$ cat src/rtl/seg_pkg.sv
// rtl/seg_pkg.sv - shared segment table, blank pattern and index-width helper for seg_scan_driver
package seg_pkg;

   localparam logic [6:0] SEG_OFF = 7'b1111111;

   // {ca..cg}, active-low; listed F down to 0 so SEG_TABLE[n] is the pattern for nibble n
   localparam logic [15:0][6:0] SEG_TABLE = {
      7'b0111000, 7'b0110000, 7'b1000010, 7'b0110001,
      7'b1100000, 7'b0001000, 7'b0000100, 7'b0000000,
      7'b0001111, 7'b0100000, 7'b0100100, 7'b1001100,
      7'b0000110, 7'b0010010, 7'b1001111, 7'b0000001
   };

   function automatic int idx_width(input int n);
      return (n > 1) ? $clog2(n) : 1;
   endfunction

endpackage

$ cat src/rtl/seg_scan_driver_decoder.sv
// rtl/seg_scan_driver_decoder.sv - combinational table-driven hex to seven-segment decoder
module hex_segment_decoder
   import seg_pkg::*;
(
   input  logic [3:0] nibble,
   output logic [6:0] seg
);

   always_comb begin
      seg = SEG_TABLE[nibble];
   end

endmodule

$ cat src/rtl/seg_scan_driver.sv
// rtl/seg_scan_driver.sv - time-multiplexed N-digit seven-segment driver with frame-aligned double buffering
// Define SEG_LZ_BLANK_EN to suppress leading zeros on the displayed value.
module seg_scan_driver
   import seg_pkg::*;
#(
   parameter int DIGITS        = 4,
   parameter int REFRESH_DIV   = 50000,
   parameter bit ACTIVE_LOW_AN = 1'b1
) (
   input  logic                  clock,
   input  logic                  reset_n,
   input  logic                  load,
   input  logic [4*DIGITS-1:0]   value,
   input  logic [DIGITS-1:0]     blank_mask,
   output logic                  ca,
   output logic                  cb,
   output logic                  cc,
   output logic                  cd,
   output logic                  ce,
   output logic                  cf,
   output logic                  cg,
   output logic [DIGITS-1:0]     an,
   output logic                  frame_done,
   output logic                  applied
);

   localparam int IW = idx_width(DIGITS);
   localparam int CW = idx_width(REFRESH_DIV);
   localparam logic [IW-1:0]     LAST_IDX = IW'(DIGITS - 1);
   localparam logic [CW-1:0]     LAST_CNT = CW'(REFRESH_DIV - 1);
   localparam logic [DIGITS-1:0] AN_OFF   = {DIGITS{ACTIVE_LOW_AN}};

   logic [CW-1:0]       cnt_q, cnt_d;
   logic [IW-1:0]       idx_q, idx_d;
   logic [4*DIGITS-1:0] shadow_val_q, shadow_val_d;
   logic [DIGITS-1:0]   shadow_mask_q, shadow_mask_d;
   logic                pending_q, pending_d;
   logic [4*DIGITS-1:0] disp_val_q, disp_val_d;
   logic [DIGITS-1:0]   disp_mask_q, disp_mask_d;
   logic [6:0]          seg_q, seg_d;
   logic [DIGITS-1:0]   an_q, an_d;
   logic                frame_done_q, frame_done_d;
   logic                applied_q, applied_d;

   logic                tick;
   logic                wrap;
   logic [DIGITS-1:0]   eff_blank;
   logic [DIGITS-1:0]   an_act;
   logic [3:0]          nibble;
   logic [6:0]          dec_seg;

   always_comb begin
      eff_blank = disp_mask_q;
`ifdef SEG_LZ_BLANK_EN
      begin
         logic higher_ok;
         higher_ok = 1'b1;
         // digit 0 is excluded so an all-zero value still shows one "0"
         for (int i = DIGITS - 1; i > 0; i--) begin
            if (higher_ok && disp_val_q[4*i +: 4] == 4'h0) begin
               eff_blank[i] = 1'b1;
            end
            higher_ok = higher_ok && (disp_val_q[4*i +: 4] == 4'h0 || disp_mask_q[i]);
         end
      end
`endif
   end

   always_comb begin
      nibble = disp_val_q[{idx_q, 2'b00} +: 4];
   end

   hex_segment_decoder u_dec (
      .nibble (nibble),
      .seg    (dec_seg)
   );

   always_comb begin
      tick = (cnt_q == LAST_CNT);
      wrap = tick && (idx_q == LAST_IDX);

      cnt_d = tick ? '0 : cnt_q + 1'b1;
      idx_d = idx_q;
      if (tick) begin
         idx_d = wrap ? '0 : idx_q + 1'b1;
      end

      shadow_val_d  = shadow_val_q;
      shadow_mask_d = shadow_mask_q;
      pending_d     = pending_q;
      disp_val_d    = disp_val_q;
      disp_mask_d   = disp_mask_q;
      applied_d     = 1'b0;

      // the display register only moves on the wrap tick, so a scan never mixes frames
      if (wrap && load) begin
         disp_val_d  = value;
         disp_mask_d = blank_mask;
         pending_d   = 1'b0;
         applied_d   = 1'b1;
      end else if (wrap && pending_q) begin
         disp_val_d  = shadow_val_q;
         disp_mask_d = shadow_mask_q;
         pending_d   = 1'b0;
         applied_d   = 1'b1;
      end else if (load) begin
         shadow_val_d  = value;
         shadow_mask_d = blank_mask;
         pending_d     = 1'b1;
      end

      frame_done_d = wrap;

      // first cycle of each slot is dead time so the previous digit cannot ghost
      an_act = '0;
      if (cnt_q != '0 && !eff_blank[idx_q]) begin
         an_act[idx_q] = 1'b1;
      end
      an_d  = ACTIVE_LOW_AN ? ~an_act : an_act;
      seg_d = eff_blank[idx_q] ? SEG_OFF : dec_seg;
   end

   always_ff @(posedge clock or negedge reset_n) begin
      if (!reset_n) begin
         cnt_q         <= '0;
         idx_q         <= '0;
         shadow_val_q  <= '0;
         shadow_mask_q <= '1;
         pending_q     <= 1'b0;
         disp_val_q    <= '0;
         disp_mask_q   <= '1;
         seg_q         <= SEG_OFF;
         an_q          <= AN_OFF;
         frame_done_q  <= 1'b0;
         applied_q     <= 1'b0;
      end else begin
         cnt_q         <= cnt_d;
         idx_q         <= idx_d;
         shadow_val_q  <= shadow_val_d;
         shadow_mask_q <= shadow_mask_d;
         pending_q     <= pending_d;
         disp_val_q    <= disp_val_d;
         disp_mask_q   <= disp_mask_d;
         seg_q         <= seg_d;
         an_q          <= an_d;
         frame_done_q  <= frame_done_d;
         applied_q     <= applied_d;
      end
   end

   assign {ca, cb, cc, cd, ce, cf, cg} = seg_q;
   assign an         = an_q;
   assign frame_done = frame_done_q;
   assign applied    = applied_q;

endmodule

$ cat config.mk
export PLATFORM = sky130hd
export DESIGN_NAME = seg_scan_driver
export DESIGN_NICKNAME = d
export VERILOG_FILES = /design/src/rtl/seg_pkg.sv /design/src/rtl/seg_scan_driver_decoder.sv /design/src/rtl/seg_scan_driver.sv
export SDC_FILE = /design/constraint.sdc
export NUM_CORES = 1
export LEC_CHECK = 0
export CAP_MARGIN = 25
export CORE_MARGIN = 2
export CORE_UTILIZATION = 50
export DETAILED_ROUTE_END_ITERATION = 6
export GPL_TIMING_DRIVEN = 0
export PLACE_DENSITY = 0.76
export SYNTH_ARGS = -nofsm -noshare
export SYNTH_HDL_FRONTEND = slang
export SYNTH_HIERARCHICAL = 1
export SYNTH_SLANG_ARGS = --single-unit
$ cat constraint.sdc
create_clock -name clock -period 2.7 [get_ports clock]
set_input_delay 0.675 -clock clock [delete_from_list [all_inputs] [get_ports clock]]
set_output_delay 0.675 -clock clock [all_outputs]
set_load 0.005 [all_outputs]
# ---- Word-level counts from Yosys, hierarchy flattened
# Memories as Yosys holds them, arrays and structs flattened.
# Cells that the tools add are included.
dict set report totals {
  in_bits 23
  mem_bits_ro 112
  latch_bits 0
  reg_bits 72
  wordCells 51
  ram_bits 0
  memories 1
}
dict set report op_classes {
  mul 0
  mux 18
  n_eq_ne 2
  bitwise_logic 3
  magnitude_cmp 3
  n_div 0
  add_sub_neg 2
  n_shift 1
  n_reduce_logical 10
}
# memory depth word_bits rd rd_ports_with_merged_regs wr line_no
set mem_list {}
lappend mem_list {{(no name shown)} 16 7 1 0 0 seg_scan_driver_decoder.sv:10} ;# seg = SEG_TABLE[nibble];
# operator n
set ops {}
lappend ops {{16-bit two-way mux} 3}
lappend ops {{16-bit by 1-bit adder with 16-bit output (second input constant)} 1}
lappend ops {{16-bit equality test (second input constant)} 1}
lappend ops {{16-bit nonzero test} 1}
lappend ops {{16-bit by 5-bit variable part select with 4-bit output} 1}
lappend ops {{7-bit two-way mux} 2}
lappend ops {{4-bit two-way mux} 3}
lappend ops {{1-bit two-way mux} 7}
lappend ops {{1-bit logical AND} 5}
lappend ops {{4-bit by 5-bit < comparator with 1-bit output (second input constant)} 1}
lappend ops {{4-bit inverter} 1}
lappend ops {{2-bit by 3-bit < comparator with 1-bit output (second input constant)} 1}
lappend ops {{3-bit AND reduction} 1}
lappend ops {{3-bit nonzero test} 1}
lappend ops {{2-bit by 1-bit adder with 2-bit output (second input constant)} 1}
lappend ops {{1-bit binary-select mux with 2-bit select} 1}
lappend ops {{1-bit demux with 2-bit select} 1}
lappend ops {{2-bit equality test (second input constant)} 1}
lappend ops {{2-bit by 1-bit >= comparator with 1-bit output (second input constant)} 1}
lappend ops {{2-bit two-way mux} 1}
lappend ops {{1-bit inverter} 2}
lappend ops {{2-bit nonzero test} 1}
lappend ops {{1-bit logical NOT} 1}

# ---- Depth between registers and ports, before layout
dict set report logic_depth {
  ltp_word 6
  depth_mapped 8
}

# ---- Cells and area by module
# The synthesis kept the hierarchy.
# module seq_area_each_um2 instances area_per_inst_um2 cells_per_inst
set modules_own_cells {}
lappend modules_own_cells {seg_scan_driver 1825.5 1 3457.1 287}
lappend modules_own_cells {hex_segment_decoder 0.0 1 247.7 35}

# ---- Worst setup path before layout
# No wires, ideal clock.
dict set report synth_timing {
  path_type {register to register}
  start {register idx_q[0]}
  end {register seg_q[3]}
  setup_slack_ns 0.381
  synth_period_minus_slack_ns 2.319
  n_path_buf 1
  setup_ns 0.084
  path_stages_with_launch 8
  arrival_ns 2.234
  path_cell_list {dfrtp_1 clkbuf_1 mux4_2 ha_1 or2_2 a21oi_1 a31oi_1 or2_2}
}
dict set report synth_between {
  elab_chain_len 4
  word_cells_on_any_way 6
}
# item line_no
set synth_lines {}
lappend synth_lines {{start, declared} seg_scan_driver.sv:34} ;# logic [IW-1:0] idx_q, idx_d;
lappend synth_lines {{start signal, assigned} seg_scan_driver.sv:138} ;# idx_q <= idx_d;
lappend synth_lines {{16-bit by 5-bit variable part select with 4-bit output} seg_scan_driver.sv:70} ;# nibble = disp_val_q[{idx_q, 2'b00} +: 4];
lappend synth_lines {{net nibble[0]} seg_scan_driver.sv:49} ;# logic [3:0] nibble;
lappend synth_lines {{memory read 16 x 7 bit} --}
lappend synth_lines {{7-bit two-way mux (implied by the code)} seg_scan_driver_decoder.sv:10}
lappend synth_lines {{net dec_seg[3]} seg_scan_driver.sv:50} ;# logic [6:0] dec_seg;
lappend synth_lines {{7-bit two-way mux} seg_scan_driver.sv:120} ;# seg_d = eff_blank[idx_q] ? SEG_OFF : dec_seg;
lappend synth_lines {{net seg_d[3]} seg_scan_driver.sv:40} ;# logic [6:0] seg_q, seg_d;
lappend synth_lines {{end signal, assigned} seg_scan_driver.sv:144} ;# seg_q <= seg_d;
lappend synth_lines {{end, declared} seg_scan_driver.sv:40}
# The timed path passes the listed nets, and every way through them passes these cells. The select of a mux whose other input is x is not followed.
# A chain may end at the register's enable or synchronous reset.

# ---- Worst setup path after layout
dict set report layout_timing {
  start {input load}
  end {register disp_val_q[6]}
}
dict set report layout_between {
  elab_chain_len 2
  word_cells_on_any_way 3
}
# item line_no
set layout_lines {}
lappend layout_lines {{start, declared} seg_scan_driver.sv:12} ;# input logic load,
lappend layout_lines {{1-bit logical AND (*)} seg_scan_driver.sv:96} ;# if (wrap && load) begin
lappend layout_lines {{16-bit two-way mux / 2-bit nonzero test (equally long branches)} --}
lappend layout_lines {{end signal, assigned} seg_scan_driver.sv:142} ;# disp_val_q <= disp_val_d;
lappend layout_lines {{end, declared} seg_scan_driver.sv:38} ;# logic [4*DIGITS-1:0] disp_val_q, disp_val_d;
# Every way passes the cells marked *; elsewhere a longest branch is shown, timed or not.

==> reports/metrics.yaml <==
timing:
  fin_crit_ns: 2.418
  slew_headroom_pct: 40.45
  final_hold_viol_count: 0
  skew_ns: 0.007638
  tightest_slew_ns: 0.8932
  fin_hold_ws_ns: 0.4267
  period_share_pct: 89.56
  rsz0062_at_grt: "false"
  timing.final.ws_setup_ns: 0.2818
  setup_violations: 0
  fmax_mhz: 413.5
  slew_violations: 0
global_route:
  grt_pass1_wl_microns: 13520
  antenna_found_initial: 0
  groute.usage.overall_pct: 20.90
  grt_pass1_vias: 2685
  grt_max_degree: 73
  grt-ovfl-total: 0
drt:
  wirelength_microns: 7861
  wl_met2_microns: 3679
  wl_met3_microns: 404
  drt-initial-drc-count: 198
  highest_layer: "met4"
  viasPerCell: 5.544
  wl_per_cell_microns: 16.65
  routedLengthMet1_microns: 3653
  ant_nets: 0
  drc: 0
  vias: 2617
  dr.pass1.iters: 4
synth:
  yosys.cell_types.count: 42
  yosysSeqAreaShare_pct: 49.27
  synthArstFlopShare_pct: 100.0
  synth_area_leader_cell: "dfrtp_1"
  avgSynthCellArea_sq_um: 11.51
  synth.area.top_cells: "dfrtp_1 (36%), dfstp_2 (13%), mux2_4 (8.1%)"
  ys_warn_count: 6
  ys_ff_latch: 72
  ys.flop_type: "dfrtp_1"
  syn_nets: 358
  yosysTopAreaCellShare_pct: 35.80
  synth_area_sq_um: 3705
  postSynthCellCount: 322
  synth_edf_count: 0
floorplanning:
  die_area_sq_um: 8114
  ios: 36
  fp.dieH_microns: 90.08
  start_util_pct: 51.35
  core_sq_um: 7214
  die_x_microns: 90.08
  rows: 31
clock_tree:
  cts_max_level: 3
  max-clock-path-buffers: 2
  clock_sinks: 72
  cts-root-buf: "clkbuf_8"
  clock_latency_ns: 0.35
  cts.clk_slew.worst_paths_ns: 0.07
  cts_tree: "built"
  ctsHoldBuffers: 0
  numCtsBuffers: 9
power_and_ir_drop:
  switching_power_mw: 0.4861
  p_clk_share_pct: 49.5
  ir_drop_v: 0.0002561
  seqPwrFrac_pct: 44.6
  swShare_pct: 19.17
  p_per_area_nw_per_um2: 566.1
  p_leak_nw: 1.946
  combPwrFrac_pct: 5.9
  p_int_mw: 2.050
worst_setup_path:
  worst-endpoint-arrival_ns: 2.71
  startpoint: "load"
  cpMostUsedCell: "clkbuf_1"
  endpoint_kind: "register"
  crit_chain: "clkdlybuf4s50_1, clkbuf_1, clkbuf_1, nor2_1, a21oi_1, o221a_2"
  r2r_start: "idx_q[0]"
  critPathLaunchType: "input pin"
  worst-setup-path-type: "in2reg"
  slowest_delay_ns: 0.62
  worstPathMaxFanout: 10
  critPathSlowestCell: "clkdlybuf4s50_1"
  cp_data_required_time_ns: 2.99
min_path:
  hp-class: "in2async"
status:
  outcome: "finished, final reports clean"
final_layout:
  drive_gt1_share_pct: 27.88
  nets: 404
  areaGrowthSynthToFinish_pct: 20.91
  n_antenna_cell: 0
placement:
  port_buffers: 35
  gp_congestion: 0.8543
  hpwl_microns: 5397
  place_ws_ns: -0.05194
job:
  cap_violations: 0
cell usage in the layout (no fill, tap or decap), drive strengths merged, types with 4 or more instances in the layout:
cell type | netlist | layout
a21oi | 19 | 19
a31oi | 4 | 4
and3 | 6 | 6
buf | 10 | 11
bufinv | 0 | 5
clkbuf | 10 | 21
clkdlybuf4s50 | 0 | 34
dfrtp | 53 | 53
dfstp | 19 | 19
ha | 13 | 13
inv | 9 | 9
mux2 | 21 | 21
mux4 | 5 | 5
nand2 | 18 | 18
nand3 | 8 | 8
nor2 | 32 | 32
nor3 | 19 | 19
o21ai | 8 | 8
o221a | 18 | 18
or2 | 9 | 9
xnor2 | 7 | 7
xor2 | 6 | 6
area by class of cell:
cell class              count  area [sq um]
fillers                   594          2735
flip-flops and latches     72          1826
multi-input cells         221          1713
repair buffers             35         347.8
clock buffers              11         151.4
clock inverters             5         150.1
plain buffers              20         133.9
well taps                  99         123.9
inverters                   9         33.78
routing by layer:
metal | vias up | track usage [%]
li1 | 1242 | -
met5 | - | 0
met3 | 9 | 4.275
met1 | 1294 | 29.18
met2 | 72 | 31.95
met4 | 0 | 8.846
cells in the mapped netlist (2+ instances only):
| library cell | number |
|---|---|
| o21a_1 | 3 |
| a31oi_1 | 4 |
| clkbuf_1 | 10 |
| mux4_2 | 5 |
| and4_1 | 3 |
| inv_1 | 9 |
| nor2b_1 | 3 |
| o21ai_0 | 6 |
| mux2_4 | 20 |
| o221a_2 | 18 |
| buf_12 | 2 |
| xor2_1 | 6 |
| xnor2_1 | 7 |
| nor4_1 | 2 |
| nor2_1 | 32 |
| nand4_1 | 2 |
| o21ai_1 | 2 |
| nor3_1 | 19 |
| nand3_1 | 8 |
| dfrtp_1 | 53 |
| and3_1 | 5 |
| nand2_1 | 18 |
| nand2b_1 | 2 |
| o22ai_1 | 2 |
| dfstp_2 | 19 |
| ha_1 | 13 |
| buf_6 | 2 |
| or2_2 | 9 |
| o22a_1 | 2 |
| buf_2 | 5 |
| and2_1 | 2 |
| a21oi_1 | 19 |
metrics by stage:
| step | util, % | cells | setup TNS (ns) | power [mW] | cell area [sq um] |
|---|---|---|---|---|---|
| floorplan | - | 322 | 0 | 1.225 | 3705 |
| global placement | 57.93 | 456 | -90.00 | 1.299 | 4179 |
| detailed placement | 57.89 | 456 | -0.2223 | 1.300 | 4177 |
| global route | 62.09 | 472 | 0 | 2.625 | 4479 |
| finish | 62.09 | 472 | 0 | 2.536 | 4479 |
| CTS | 62.07 | 472 | 0 | 2.558 | 4478 |
logic make-up (layout without fill, tap and decap cells):
family / after synthesis / count (layout) / share of synthesized area, %
flip-flops: 72 / 72 / 49.27
AND/OR/NAND/NOR: 109 / 109 / 15.20
multiplexers: 27 / 27 / 11.72
adder cells (fa/ha/maj): 13 / 13 / 4.391
AO/OA/AOI/OAI: 59 / 59 / 11.85
XOR/XNOR: 13 / 13 / 3.073
buffers and inverters: 29 / 80 / 4.492
worst max-delay path, delay by kind of cell:
kind / cells / cell delay [ns]
compound gates: 2 / 0.37
simple gates: 1 / 0.10
buf+inv: 3 / 1.54
power by group through the flow:
stage	Combinational (mW)	Sequential (mW)	Clock, mW
after floorplan	0.0800	1.15	0
after global placement	0.150	1.15	0
after detailed placement	0.151	1.15	0
after global routing	0.165	1.14	1.32
final	0.150	1.13	1.25
after CTS	0.152	1.13	1.28
sequential cells by signal (all words and copies together) (netlist names), 2 cells and up:
signal,cells
cnt_q,16
disp_val_q,16
shadow_val_q,16
seg_q,7
an,4
disp_mask_q,4
shadow_mask_q,4
idx_q,2
final timing paths:
kind	slack, ns	endpoint	depth (start not counted)
worst max register to register	0.31	seg_q[3]	7
worst min register to register	0.50	cnt_q[12]	1
worst max-delay path	0.28	disp_val_q[6]	6
min in group clock	0.50	cnt_q[12]	1
max in group asynchronous	1.66	frame_done	1
worst min-delay path	0.43	cnt_q[8]	1
repair_timing:
action,4_1_cts,5_1_grt
endpoints found under the hold margin,0,0
gates resized for setup,0,2
endpoints found under the setup margin,0,1
setup buffers,0,0
Note: power is estimated with default switching activity, not from simulation.
